[config.mk]
export PLATFORM = sky130hd
export DESIGN_NAME = unified_memory_arbiter_flat
export DESIGN_NICKNAME = d
export VERILOG_FILES = /design/src/rtl/unified_memory_arbiter_pkg.sv /design/src/rtl/unified_memory_arbiter_if.sv /design/src/rtl/unified_memory_arbiter.sv /design/src/flat_wrapper.sv
export SDC_FILE = /design/constraint.sdc
export NUM_CORES = 1
export LEC_CHECK = 0
export ABC_CLOCK_PERIOD_IN_PS = 1700
export CORE_AREA = 2 2 104 106
export DETAILED_ROUTE_END_ITERATION = 7
export DIE_AREA = 0 0 106 108
export DONT_BUFFER_PORTS = 1
export SETUP_SLACK_MARGIN = 0.02
export SLEW_MARGIN = 10
export SYNTH_ARGS = -nofsm -noshare
export SYNTH_HDL_FRONTEND = slang
export SYNTH_SLANG_ARGS = --single-unit
[constraint.sdc]
create_clock -name clk -period 1.7 [get_ports clk]
set_input_delay 0.34 -clock clk [delete_from_list [all_inputs] [get_ports clk]]
set_output_delay 0.34 -clock clk [all_outputs]
set_load 0.005 [all_outputs]
[src/rtl/unified_memory_arbiter_pkg.sv]
// mem_arb_pkg: shared state and ownership types for the unified memory arbiter.
package mem_arb_pkg;
    typedef enum logic {IDLE, WAIT} state_t;
    typedef enum logic [1:0] {OWN_NONE, OWN_IF, OWN_DM} owner_t;
endpackage

[src/rtl/unified_memory_arbiter_if.sv]
// unified_memory_arbiter_if: fetch, data and physical-memory signals around the arbiter.
interface unified_memory_arbiter_if #(
    parameter int ADDR_WIDTH = 32,
    parameter int DATA_WIDTH = 32
);
    logic                  if_req;
    logic [ADDR_WIDTH-1:0] if_addr;
    logic                  if_flush;
    logic [DATA_WIDTH-1:0] if_rdata;
    logic                  if_valid;
    logic                  dm_req;
    logic                  dm_we;
    logic [ADDR_WIDTH-1:0] dm_addr;
    logic [DATA_WIDTH-1:0] dm_wdata;
    logic [DATA_WIDTH-1:0] dm_rdata;
    logic                  dm_valid;
    logic                  stall_if;
    logic                  stall_mem;
    logic                  mem_en;
    logic                  mem_we;
    logic [ADDR_WIDTH-1:0] mem_addr;
    logic [DATA_WIDTH-1:0] mem_wdata;
    logic [DATA_WIDTH-1:0] mem_rdata;
    modport slave (
        input  if_req, if_addr, if_flush, dm_req, dm_we, dm_addr, dm_wdata, mem_rdata,
        output if_rdata, if_valid, dm_rdata, dm_valid, stall_if, stall_mem,
               mem_en, mem_we, mem_addr, mem_wdata
    );
    modport master (
        output if_req, if_addr, if_flush, dm_req, dm_we, dm_addr, dm_wdata, mem_rdata,
        input  if_rdata, if_valid, dm_rdata, dm_valid, stall_if, stall_mem,
               mem_en, mem_we, mem_addr, mem_wdata
    );
endinterface

[src/rtl/unified_memory_arbiter.sv]
// unified_memory_arbiter: shares one single-port memory between fetch and data stages,
// tracking the fixed latency and stalling the pipeline until each owner's access returns.
module unified_memory_arbiter
    import mem_arb_pkg::*;
#(
    parameter int MEM_LATENCY  = 2,
    parameter int DM_BURST_MAX = 4
) (
    input logic clk,
    input logic reset,
    unified_memory_arbiter_if.slave bus
);
    localparam int LW = $clog2(MEM_LATENCY) + 1;
    localparam int BW = $clog2(DM_BURST_MAX + 1);
    state_t        state_q, state_d;
    owner_t        owner_q, owner_d;
    logic [LW-1:0] lat_q, lat_d;
    logic [BW-1:0] burst_q, burst_d;
    logic          drop_q, drop_d;
    logic          if_ok, burst_full, grant_if, grant_dm, done, if_hit, dm_hit;
    // Outputs are gated by reset so nothing escapes while the pipeline is held in reset.
    always_comb begin
        if_ok      = bus.if_req && !bus.if_flush;
        burst_full = burst_q == BW'(DM_BURST_MAX);
        grant_if   = reset && state_q == IDLE && if_ok && (!bus.dm_req || burst_full);
        grant_dm   = reset && state_q == IDLE && bus.dm_req && !grant_if;
        done       = reset && state_q == WAIT && lat_q == '0;
        if_hit     = done && owner_q == OWN_IF && !drop_q && !bus.if_flush;
        dm_hit     = done && owner_q == OWN_DM;
        state_d    = (grant_if || grant_dm) ? WAIT : done ? IDLE : state_q;
        owner_d    = grant_if ? OWN_IF : grant_dm ? OWN_DM : done ? OWN_NONE : owner_q;
        lat_d      = (grant_if || grant_dm) ? LW'(MEM_LATENCY - 1) :
                     (state_q == WAIT && lat_q != '0) ? lat_q - LW'(1) : lat_q;
        burst_d    = grant_if ? '0 :
                     grant_dm ? (bus.if_req ? (burst_full ? burst_q : burst_q + BW'(1)) : '0) :
                     burst_q;
        drop_d     = state_q == WAIT && !done && (drop_q || (owner_q == OWN_IF && bus.if_flush));
    end
    always_ff @(posedge clk) begin
        if (!reset) begin
            state_q <= IDLE;
            owner_q <= OWN_NONE;
            lat_q   <= '0;
            burst_q <= '0;
            drop_q  <= 1'b0;
        end else begin
            state_q <= state_d;
            owner_q <= owner_d;
            lat_q   <= lat_d;
            burst_q <= burst_d;
            drop_q  <= drop_d;
        end
    end
    assign bus.mem_en    = grant_if || grant_dm;
    assign bus.mem_we    = grant_dm && bus.dm_we;
    assign bus.mem_addr  = grant_dm ? bus.dm_addr : grant_if ? bus.if_addr : '0;
    assign bus.mem_wdata = grant_dm ? bus.dm_wdata : '0;
    assign bus.if_valid  = if_hit;
    assign bus.if_rdata  = if_hit ? bus.mem_rdata : '0;
    assign bus.dm_valid  = dm_hit;
    assign bus.dm_rdata  = dm_hit ? bus.mem_rdata : '0;
    assign bus.stall_if  = reset && bus.if_req && !if_hit && !bus.if_flush;
    assign bus.stall_mem = reset && bus.dm_req && !dm_hit;
endmodule

[src/flat_wrapper.sv]
// flat-port wrapper written by rule: the top's interface ports become plain ports
module unified_memory_arbiter_flat import mem_arb_pkg::*;
#(
    parameter int MEM_LATENCY  = 2,
    parameter int DM_BURST_MAX = 4
)
  (clk, reset, bus_if_req, bus_if_addr, bus_if_flush, bus_dm_req, bus_dm_we, bus_dm_addr, bus_dm_wdata, bus_mem_rdata, bus_if_rdata, bus_if_valid, bus_dm_rdata, bus_dm_valid, bus_stall_if, bus_stall_mem, bus_mem_en, bus_mem_we, bus_mem_addr, bus_mem_wdata);
  unified_memory_arbiter_if #(.ADDR_WIDTH(32), .DATA_WIDTH(32)) bus_i ();
  input logic clk;
  input logic reset;
  input wire logic [$bits(bus_i.if_req)-1:0] bus_if_req;
  input wire logic [$bits(bus_i.if_addr)-1:0] bus_if_addr;
  input wire logic [$bits(bus_i.if_flush)-1:0] bus_if_flush;
  input wire logic [$bits(bus_i.dm_req)-1:0] bus_dm_req;
  input wire logic [$bits(bus_i.dm_we)-1:0] bus_dm_we;
  input wire logic [$bits(bus_i.dm_addr)-1:0] bus_dm_addr;
  input wire logic [$bits(bus_i.dm_wdata)-1:0] bus_dm_wdata;
  input wire logic [$bits(bus_i.mem_rdata)-1:0] bus_mem_rdata;
  output wire logic [$bits(bus_i.if_rdata)-1:0] bus_if_rdata;
  output wire logic [$bits(bus_i.if_valid)-1:0] bus_if_valid;
  output wire logic [$bits(bus_i.dm_rdata)-1:0] bus_dm_rdata;
  output wire logic [$bits(bus_i.dm_valid)-1:0] bus_dm_valid;
  output wire logic [$bits(bus_i.stall_if)-1:0] bus_stall_if;
  output wire logic [$bits(bus_i.stall_mem)-1:0] bus_stall_mem;
  output wire logic [$bits(bus_i.mem_en)-1:0] bus_mem_en;
  output wire logic [$bits(bus_i.mem_we)-1:0] bus_mem_we;
  output wire logic [$bits(bus_i.mem_addr)-1:0] bus_mem_addr;
  output wire logic [$bits(bus_i.mem_wdata)-1:0] bus_mem_wdata;
  assign bus_i.if_req = bus_if_req;
  assign bus_i.if_addr = bus_if_addr;
  assign bus_i.if_flush = bus_if_flush;
  assign bus_i.dm_req = bus_dm_req;
  assign bus_i.dm_we = bus_dm_we;
  assign bus_i.dm_addr = bus_dm_addr;
  assign bus_i.dm_wdata = bus_dm_wdata;
  assign bus_i.mem_rdata = bus_mem_rdata;
  assign bus_if_rdata = bus_i.if_rdata;
  assign bus_if_valid = bus_i.if_valid;
  assign bus_dm_rdata = bus_i.dm_rdata;
  assign bus_dm_valid = bus_i.dm_valid;
  assign bus_stall_if = bus_i.stall_if;
  assign bus_stall_mem = bus_i.stall_mem;
  assign bus_mem_en = bus_i.mem_en;
  assign bus_mem_we = bus_i.mem_we;
  assign bus_mem_addr = bus_i.mem_addr;
  assign bus_mem_wdata = bus_i.mem_wdata;
  unified_memory_arbiter #(.MEM_LATENCY(MEM_LATENCY), .DM_BURST_MAX(DM_BURST_MAX)) u_core (.clk(clk), .reset(reset), .bus(bus_i));
endmodule
Word level (Yosys, flattened, before mapping). Index checks and enable logic that the tools add are counted.

Register bits: 9. Output and inout bits: 134.

Add/sub/neg operators: 2. Equal/unequal tests: 4. Muxes and demuxes: 14. Bitwise logic cells: 2. Reductions and logical operators: 41.

Operator list (count): 32-bit 2-to-1 mux (5); 1-bit logical AND (22); 2-bit nonzero test (4); 1-bit logical NOT (7); 3-bit 2-to-1 mux (2); 1-bit 2-to-1 mux (5); 2-bit 2-to-1 mux (2); 2-bit OR reduction (2); 3-bit by 1-bit adder with 3-bit output, second input constant (1); 3-bit equality test, second input constant (1); 1-bit logical OR (3); 3-bit nonzero test (1); 2-bit by 1-bit equality test with 1-bit output, second input constant (1); 2-bit equality test, second input constant (1); 2-bit logical NOT (1); 2-bit inequality test, second input constant (1); 1-bit inverter (2); 2-bit AND reduction (1); 2-bit by 1-bit subtractor with 2-bit output, second input constant (1).

Logic depth before layout (Yosys ltp). Gate-level depths: netlist (run 1).

Depth in word-level cells: 8. Depth in mapped cells: 7.

Least setup slack after synthesis (run 1). No wires, ideal clock.

Path kind: reg-to-output. From: reg u_core.lat_q[0]. To: out bus_if_rdata[22]. Data arrival time: 1368 ps. Required time: 1360 ps. Path slack: -8 ps. Stages on the path, launching flop included: 7. Path buffers: 1. Cells stage by stage: dfxtp_1 inv_1 ha_1 nand3_2 nor4_4 buf_6 and2_1.

Word-level cells in the longest chain between the ends: 6.

RTL lines: start, declared (RTL line unified_memory_arbiter.sv:17) `logic [LW-1:0] lat_q, lat_d;`; start signal, assigned (RTL line unified_memory_arbiter.sv:49) `lat_q <= lat_d;`; 2-bit logical NOT (RTL line unified_memory_arbiter.sv:27) `done = reset && state_q == WAIT && lat_q == '0;`; 1-bit logical AND (RTL line unified_memory_arbiter.sv:27); 1-bit logical AND (3 in a row) (RTL line unified_memory_arbiter.sv:28) `if_hit = done && owner_q == OWN_IF && !drop_q && !bus.if_flush;`; named net bus_if_valid (RTL line flat_wrapper.sv:20) `output wire logic [$bits(bus_i.if_valid)-1:0] bus_if_valid;`; 32-bit 2-to-1 mux (RTL line unified_memory_arbiter.sv:59) `assign bus.if_rdata = if_hit ? bus.mem_rdata : '0;`; end, declared (RTL line flat_wrapper.sv:19) `output wire logic [$bits(bus_i.if_rdata)-1:0] bus_if_rdata;`.

The timed path passes the listed nets, and every way through them passes these cells.

Final worst setup path (run 1).
From: reg u_core.burst_q[0]. To: out bus_mem_wdata[21].

Word-level cells in the longest chain between the ends: 6.

RTL lines: start, declared (RTL line unified_memory_arbiter.sv:18) `logic [BW-1:0] burst_q, burst_d;`; start signal, assigned (RTL line unified_memory_arbiter.sv:50) `burst_q <= burst_d;`; 3-bit equality test (RTL line unified_memory_arbiter.sv:24) `burst_full = burst_q == BW'(DM_BURST_MAX);`; 1-bit logical OR (RTL line unified_memory_arbiter.sv:25) `grant_if = reset && state_q == IDLE && if_ok && (!bus.dm_req || burst_full);`; 1-bit logical AND (RTL line unified_memory_arbiter.sv:25); 1-bit logical NOT (RTL line unified_memory_arbiter.sv:26) `grant_dm = reset && state_q == IDLE && bus.dm_req && !grant_if;`; 1-bit logical AND (RTL line unified_memory_arbiter.sv:26); 32-bit 2-to-1 mux (RTL line unified_memory_arbiter.sv:57) `assign bus.mem_wdata = grant_dm ? bus.dm_wdata : '0;`; end, declared (RTL line flat_wrapper.sv:28) `output wire logic [$bits(bus_i.mem_wdata)-1:0] bus_mem_wdata;`.

Every way passes these cells.

==> results of run 1 <==
## routing by layer
layer  part of all wire  global-route usage  up-vias
met4              0.020              0.0376        4
li1                   -                   -     1009
met3               0.11              0.0639       17
met5             0.0029                   0        -
met2               0.52               0.245      162
met1               0.34               0.142     1081
## timing repair
item,4_1_cts,5_1_grt
setup endpoints to repair,132,133
gates resized for setup,98,48
gates cloned,6,3
setup buffers,11,4
pin swaps,43,66
## how the worst max path moves through the flow
stage | slack, ns | endpoint | cells after the start
CTS | -0.22 | bus_if_rdata[19] | 6
global placement | -0.05 | bus_mem_addr[24] | 6
global route | -0.27 | bus_mem_wdata[3] | 7
floorplan | 0.04 | bus_if_rdata[22] | 6
finish | -0.22 | bus_mem_wdata[21] | 7
detailed placement | -0.06 | bus_mem_addr[24] | 6
## cells by family (layout without fill, tap and decap cells)
| logic type | after synthesis | count (layout) | synth area share |
|---|---|---|---|
| other cells | 0 | 2 | 0 |
| xor+xnor | 1 | 1 | 0.00481 |
| simple gates | 185 | 185 | 0.601 |
| flops | 9 | 9 | 0.0990 |
| fa+ha+maj | 3 | 3 | 0.0206 |
| compound gates | 52 | 52 | 0.168 |
| buf+inv | 37 | 50 | 0.107 |
## state kept, by name, indices dropped and copies added (netlist names)
signal and flops:
u_core.drop_q 1, u_core.lat_q 2, u_core.burst_q 3, u_core.state_q 1, u_core.owner_q 2
## report_power, final
part	internal (mW)	switching (mW)
Sequential	0.230	0.0168
Combinational	0.269	0.267
Clock	0.164	0.0943
Total	0.663	0.378
## per-stage QoR
step | setup slack (ns) | cell area [sq um]
finish | -0.225 | 2950
global route | -0.269 | 2940
CTS | -0.216 | 2700
detailed placement | -0.0597 | 2030
global placement | -0.0508 | 2030
floorplan | 0.0358 | 1840
## final cells by class
| type | count | area share |
|---|---|---|
| diodes | 2 | 0.00170 |
| clock buffers | 4 | 0.0153 |
| inverters | 8 | 0.0102 |
| multi-input cells | 241 | 0.666 |
| flip-flops and latches | 9 | 0.0628 |
| well taps | 136 | 0.0577 |
| repair buffers | 38 | 0.186 |
## cell usage in the layout (no fill, tap or decap), types with 5 or more instances in the layout
cell / n
and2_1: 52
a21oi_2: 27
nand2_1: 7
buf_6: 6
and2_4: 45
dfxtp_1: 5
a21oi_4: 5
nand3_1: 38
nand3_4: 9
buf_4: 16
buf_12: 8
nand3_2: 18
==> run metrics, run 1 <==
status finished, violations left; violated checks negative setup slack; gp weighted congestion approximately 0.8; Cell Count Post-Placement 410; Die H 108 microns; H-tree Lvls 1; Rows 37; pwr/cell area 353 mW/mm^2; CP delay by family, top simple AND/OR/NAND/NOR gates; register area roughly 190 sq um; Die Wd around 110 microns; GRT Overall Usage 0.136; R2R Path Start u_core.burst_q[0]$_SDFFE_PP0P_; Mapped Cells approximately 290; CP required roughly 1.4 ns; final net count 438; Final ANT Viol Nets 0; CTS tree built; RSZ-0062 raised after global routing true; Layout area overhead 61.9%; DPL Wire Length just over 6 mm; final core occ 0.288; Worst Path Max Fanout 8; worst-path cell chain inv_2 -> ha_4 -> nand4b_1 -> nor2b_4 -> buf_12 -> clkbuf_16 -> and2_1; critical path arrival about 1.6 ns; R2R setup slack 0.12 ns; number of flops mapped to enable cells by yosys 0; Fin Hold WS around 0.24 ns; CTS Sinks 9; Clock Path Buffers 2; Synth area leader and2_1; Worst Path Buf+Inv 3; Setup Skew between 0.001 and 0.0015 ns; Peak VDD IR 311 uV; FFs w/ async S/R, synth 0; min-delay src bus_dm_req; largest stage delay on the critical path ~0.32 ns; Worst-Margin Slew between 0.3 and 0.4 ns; number of antenna violations at the first check in global routing 3; Die ar. about 0.011 sq mm; final wirelength ~9.1 mm; Synth Net Count approximately 420; end of the worst register-to-register path u_core.burst_q[2]$_SDFFE_PP0P_; via count approximately 2300; Worst setup EP type output port; GR Overflow Total 0; Syn Std Cell Area about 0.0018 sq mm; multi-input logic area 0.00196 sq mm; Post-CTS Hold Fix Bufs 0; mean post-synth cell area between 6 and 7 sq um; core box area approximately 0.01 sq mm; first-pass GRT wire length about 12 mm; port bufs 0; fin crit period roughly 1.9 ns; top cell types by occurrence after synthesis and2_1 (97), nand3_1 (64), a21oi_1 (34); Root Driver clkbuf_8; Top Ports 268; Setup crit start kind flip-flop; share of cells above drive strength 1 0.543; sequential-to-total area share from yosys stat 0.0990; Initial Util 0.178; hold path depth 1; endpoints failing setup approximately 130; synth warn 0; WL per Instance approximately 21 microns; r2r worst-path depth 8; DR vias/cell between 5 and 6; Num CTS Buffers 3; fmax between 500 and 600 MHz; Post-route DRC 0; Overall Power 1.04 mW; WS Path Type flip-flop to output port; Hold WC Path Type input port to flip-flop; final worst-path cycle share 1.13; Yosys reg bits 9; P_leak between 1 and 1.5 nW; largest net degree at the start of global routing 43; slew margin rel. 0.768; fin. max-slew vios 0; max cap viols 0; Final Hold Vio Count 0; Worst-path clk slew roughly 0.05 ns; Synth top area share 0.333; Synth area leaders and2_1 (33%), nand3_1 (18%), dfxtp_1 (9.9%); Worst-Skew Late Latency ~0.24 ns; Crit-path slowest cell dfxtp_2; Worst Setup Slack, final -0.225 ns; Endpoint, Worst Hold u_core.owner_q[0]$_SDFFE_PN0P_; Initial DRC Count between 100 and 150; Critical Path Source u_core.burst_q[0]$_SDFFE_PP0P_; Main synth FF type dfxtp_1; vias in the first global route between 2000 and 2500; TNS Setup -19.38 ns; Fill cells ~1100; count leader, synth and2_1; unique cell type count in the Yosys netlist 38; drt first pass iters 4; Non-Filler Instances ~440
Power figures use the tool's default switching activity.
==> run 2, diff against run 1 <==
--- a/config.mk
+++ b/config.mk
@@ -11,7 +11,8 @@
 export DIE_AREA = 0 0 106 108
 export DONT_BUFFER_PORTS = 1
 export SETUP_SLACK_MARGIN = 0.02
-export SLEW_MARGIN = 10
+export SKIP_CTS_REPAIR_TIMING = 1
+export SLEW_MARGIN = 20
 export SYNTH_ARGS = -nofsm -noshare
 export SYNTH_HDL_FRONTEND = slang
 export SYNTH_SLANG_ARGS = --single-unit
==> run metrics, run 2 (same netlist as run 1, synthesis figures left out) <==
Post-route DRC 0; Die ar. ~0.011 sq mm; fin crit period 1.98 ns; number of flip-flops in the largest register 3; Most flops, register u_core.burst_q; Setup Skew approximately 0.0012 ns; Top Ports 268; CTS Sinks 9; Worst-path clk slew around 0.05 ns; status finished, violations left; r2r worst-path depth 8; Die Wd around 110 microns; Final Hold Vio Count 0; Fin Hold WS about 0.23 ns; Final ANT Viol Nets 0; final net count between 400 and 500; Worst Path Max Fanout 8; DR vias/cell between 5 and 6; GR Overflow Total 0; Worst setup EP type output port; Worst Setup Slack, final -0.279 ns; Die H 108 microns; hold path depth 1; top flop regs u_core.burst_q: 3 flops, u_core.lat_q: 2 flops, u_core.owner_q: 2 flops; Fill cells around 1100; core box area 0.0102 sq mm; Setup crit start kind flip-flop; CP required 1.36 ns; final worst-path cycle share 1.16; share of cells above drive strength 1 0.502; max cap viols 0; gp weighted congestion 0.810; Worst-Skew Late Latency about 0.24 ns; endpoints failing setup 130; largest net degree at the start of global routing 43; critical path arrival between 1.5 and 2 ns; number of antenna violations at the first check in global routing 2; vias in the first global route 1728; Num CTS Buffers 3; pre-CTS setup slack -0.0597 ns; WL per Instance a little under 20 microns; slew margin rel. 0.798; Root Driver clkbuf_8; RSZ-0062 raised after global routing true; final wirelength around 8.5 mm; Non-Filler Instances 431; CTS tree built; Layout area overhead 44.1%; commonest non-fill, non-tap cell in the layout and2_4; Initial DRC Count 158; Rows 37; port bufs 0; DPL Wire Length ~6 mm; GRT Overall Usage 0.109; fmax 505 MHz; Overall Power a little under 1 mW; Worst-Margin Slew ~0.30 ns; violated checks negative setup slack; pwr/cell area 372 mW/mm^2; TNS Setup -20.37 ns; via count ~2200; first-pass GRT wire length 9.54 mm; Cell Count Post-Placement between 400 and 500; Clock Path Buffers 2; fin. max-slew vios 0; P_leak around 0.96 nW; drt first pass iters 4; Hold WC Path Type input port to flip-flop; Peak VDD IR 302 uV; WS Path Type flip-flop to output port; most frequent cells in the layout and2_4 (66), nand3_1 (64), and2_1 (31); H-tree Lvls 1; Initial Util 0.178
-- run 2: cell types whose count changed in the layout (fill, tap and decap cells not counted), moves of 2 or more --
cell and change:
and2_1 -21, nand3_2 -18, nand3_1 +26, buf_4 -3
and2_4 +21, a21oi_1 +4, a21oi_4 -5, buf_16 -4
nand3_4 -8, buf_12 -2, clkbuf_16 +2
-- run 2: cell type report --
type / count / area [sq um] / share of cell area
Multi-Input combinational cell: 241 / 1760 / 0.672
Timing Repair Buffer: 31 / 425 / 0.162
Sequential cell: 9 / 185 / 0.0706
Tap cell: 136 / 170 / 0.0649
Clock buffer: 4 / 45.0 / 0.0172
Inverter: 8 / 30.0 / 0.0114
Antenna cell: 2 / 5.00 / 0.00191
-- run 2: power by group --
| part | internal, mW | total (mW) | leakage, nW | switching (mW) |
|---|---|---|---|---|
| logic | 0.228 | 0.473 | 0.866 | 0.245 |
| clock network | 0.164 | 0.256 | 0.0228 | 0.0921 |
| registers | 0.230 | 0.247 | 0.0751 | 0.0171 |
| total | 0.622 | 0.976 | 0.964 | 0.354 |
-- run 2: final timing paths --
| check | start | to | slack, ns |
|---|---|---|---|
| setup / recovery | u_core.burst_q[1]$_SDFFE_PP0P_ | bus_mem_wdata[30] | -0.28 |
| hold / removal | bus_dm_req | u_core.owner_q[0]$_SDFFE_PN0P_ | 0.23 |
| setup reg to reg | u_core.burst_q[1]$_SDFFE_PP0P_ | u_core.burst_q[2]$_SDFFE_PP0P_ | 0.12 |
| hold reg to reg | u_core.burst_q[0]$_SDFFE_PP0P_ | u_core.burst_q[0]$_SDFFE_PP0P_ | 0.50 |
-- run 2: layer usage --
| metal | wire length, microns | GRT usage |
|---|---|---|
| met1 | 2810 | 0.119 |
| met2 | 4240 | 0.180 |
| met3 | 1160 | 0.0639 |
| met4 | 303 | 0.0348 |
| met5 | 19 | 0 |
-- run 2: worst max-delay path, cell delays in order (launching register included) --
cell and delay [ns]:
dfxtp_2 0.34, inv_2 0.05, ha_4 0.16, nand4b_1 0.19
nor2b_4 0.25, clkbuf_16 0.16, buf_8 0.12, and2_4 0.14
-- run 2: metrics by stage --
step,cell area [sq um],utilization
4_1_cts,2080,0.203
5_1_grt,2620,0.256
2_1_floorplan,1840,-
6_report,2620,0.256
3_5_place_dp,2030,0.199
3_3_place_gp,2030,0.199
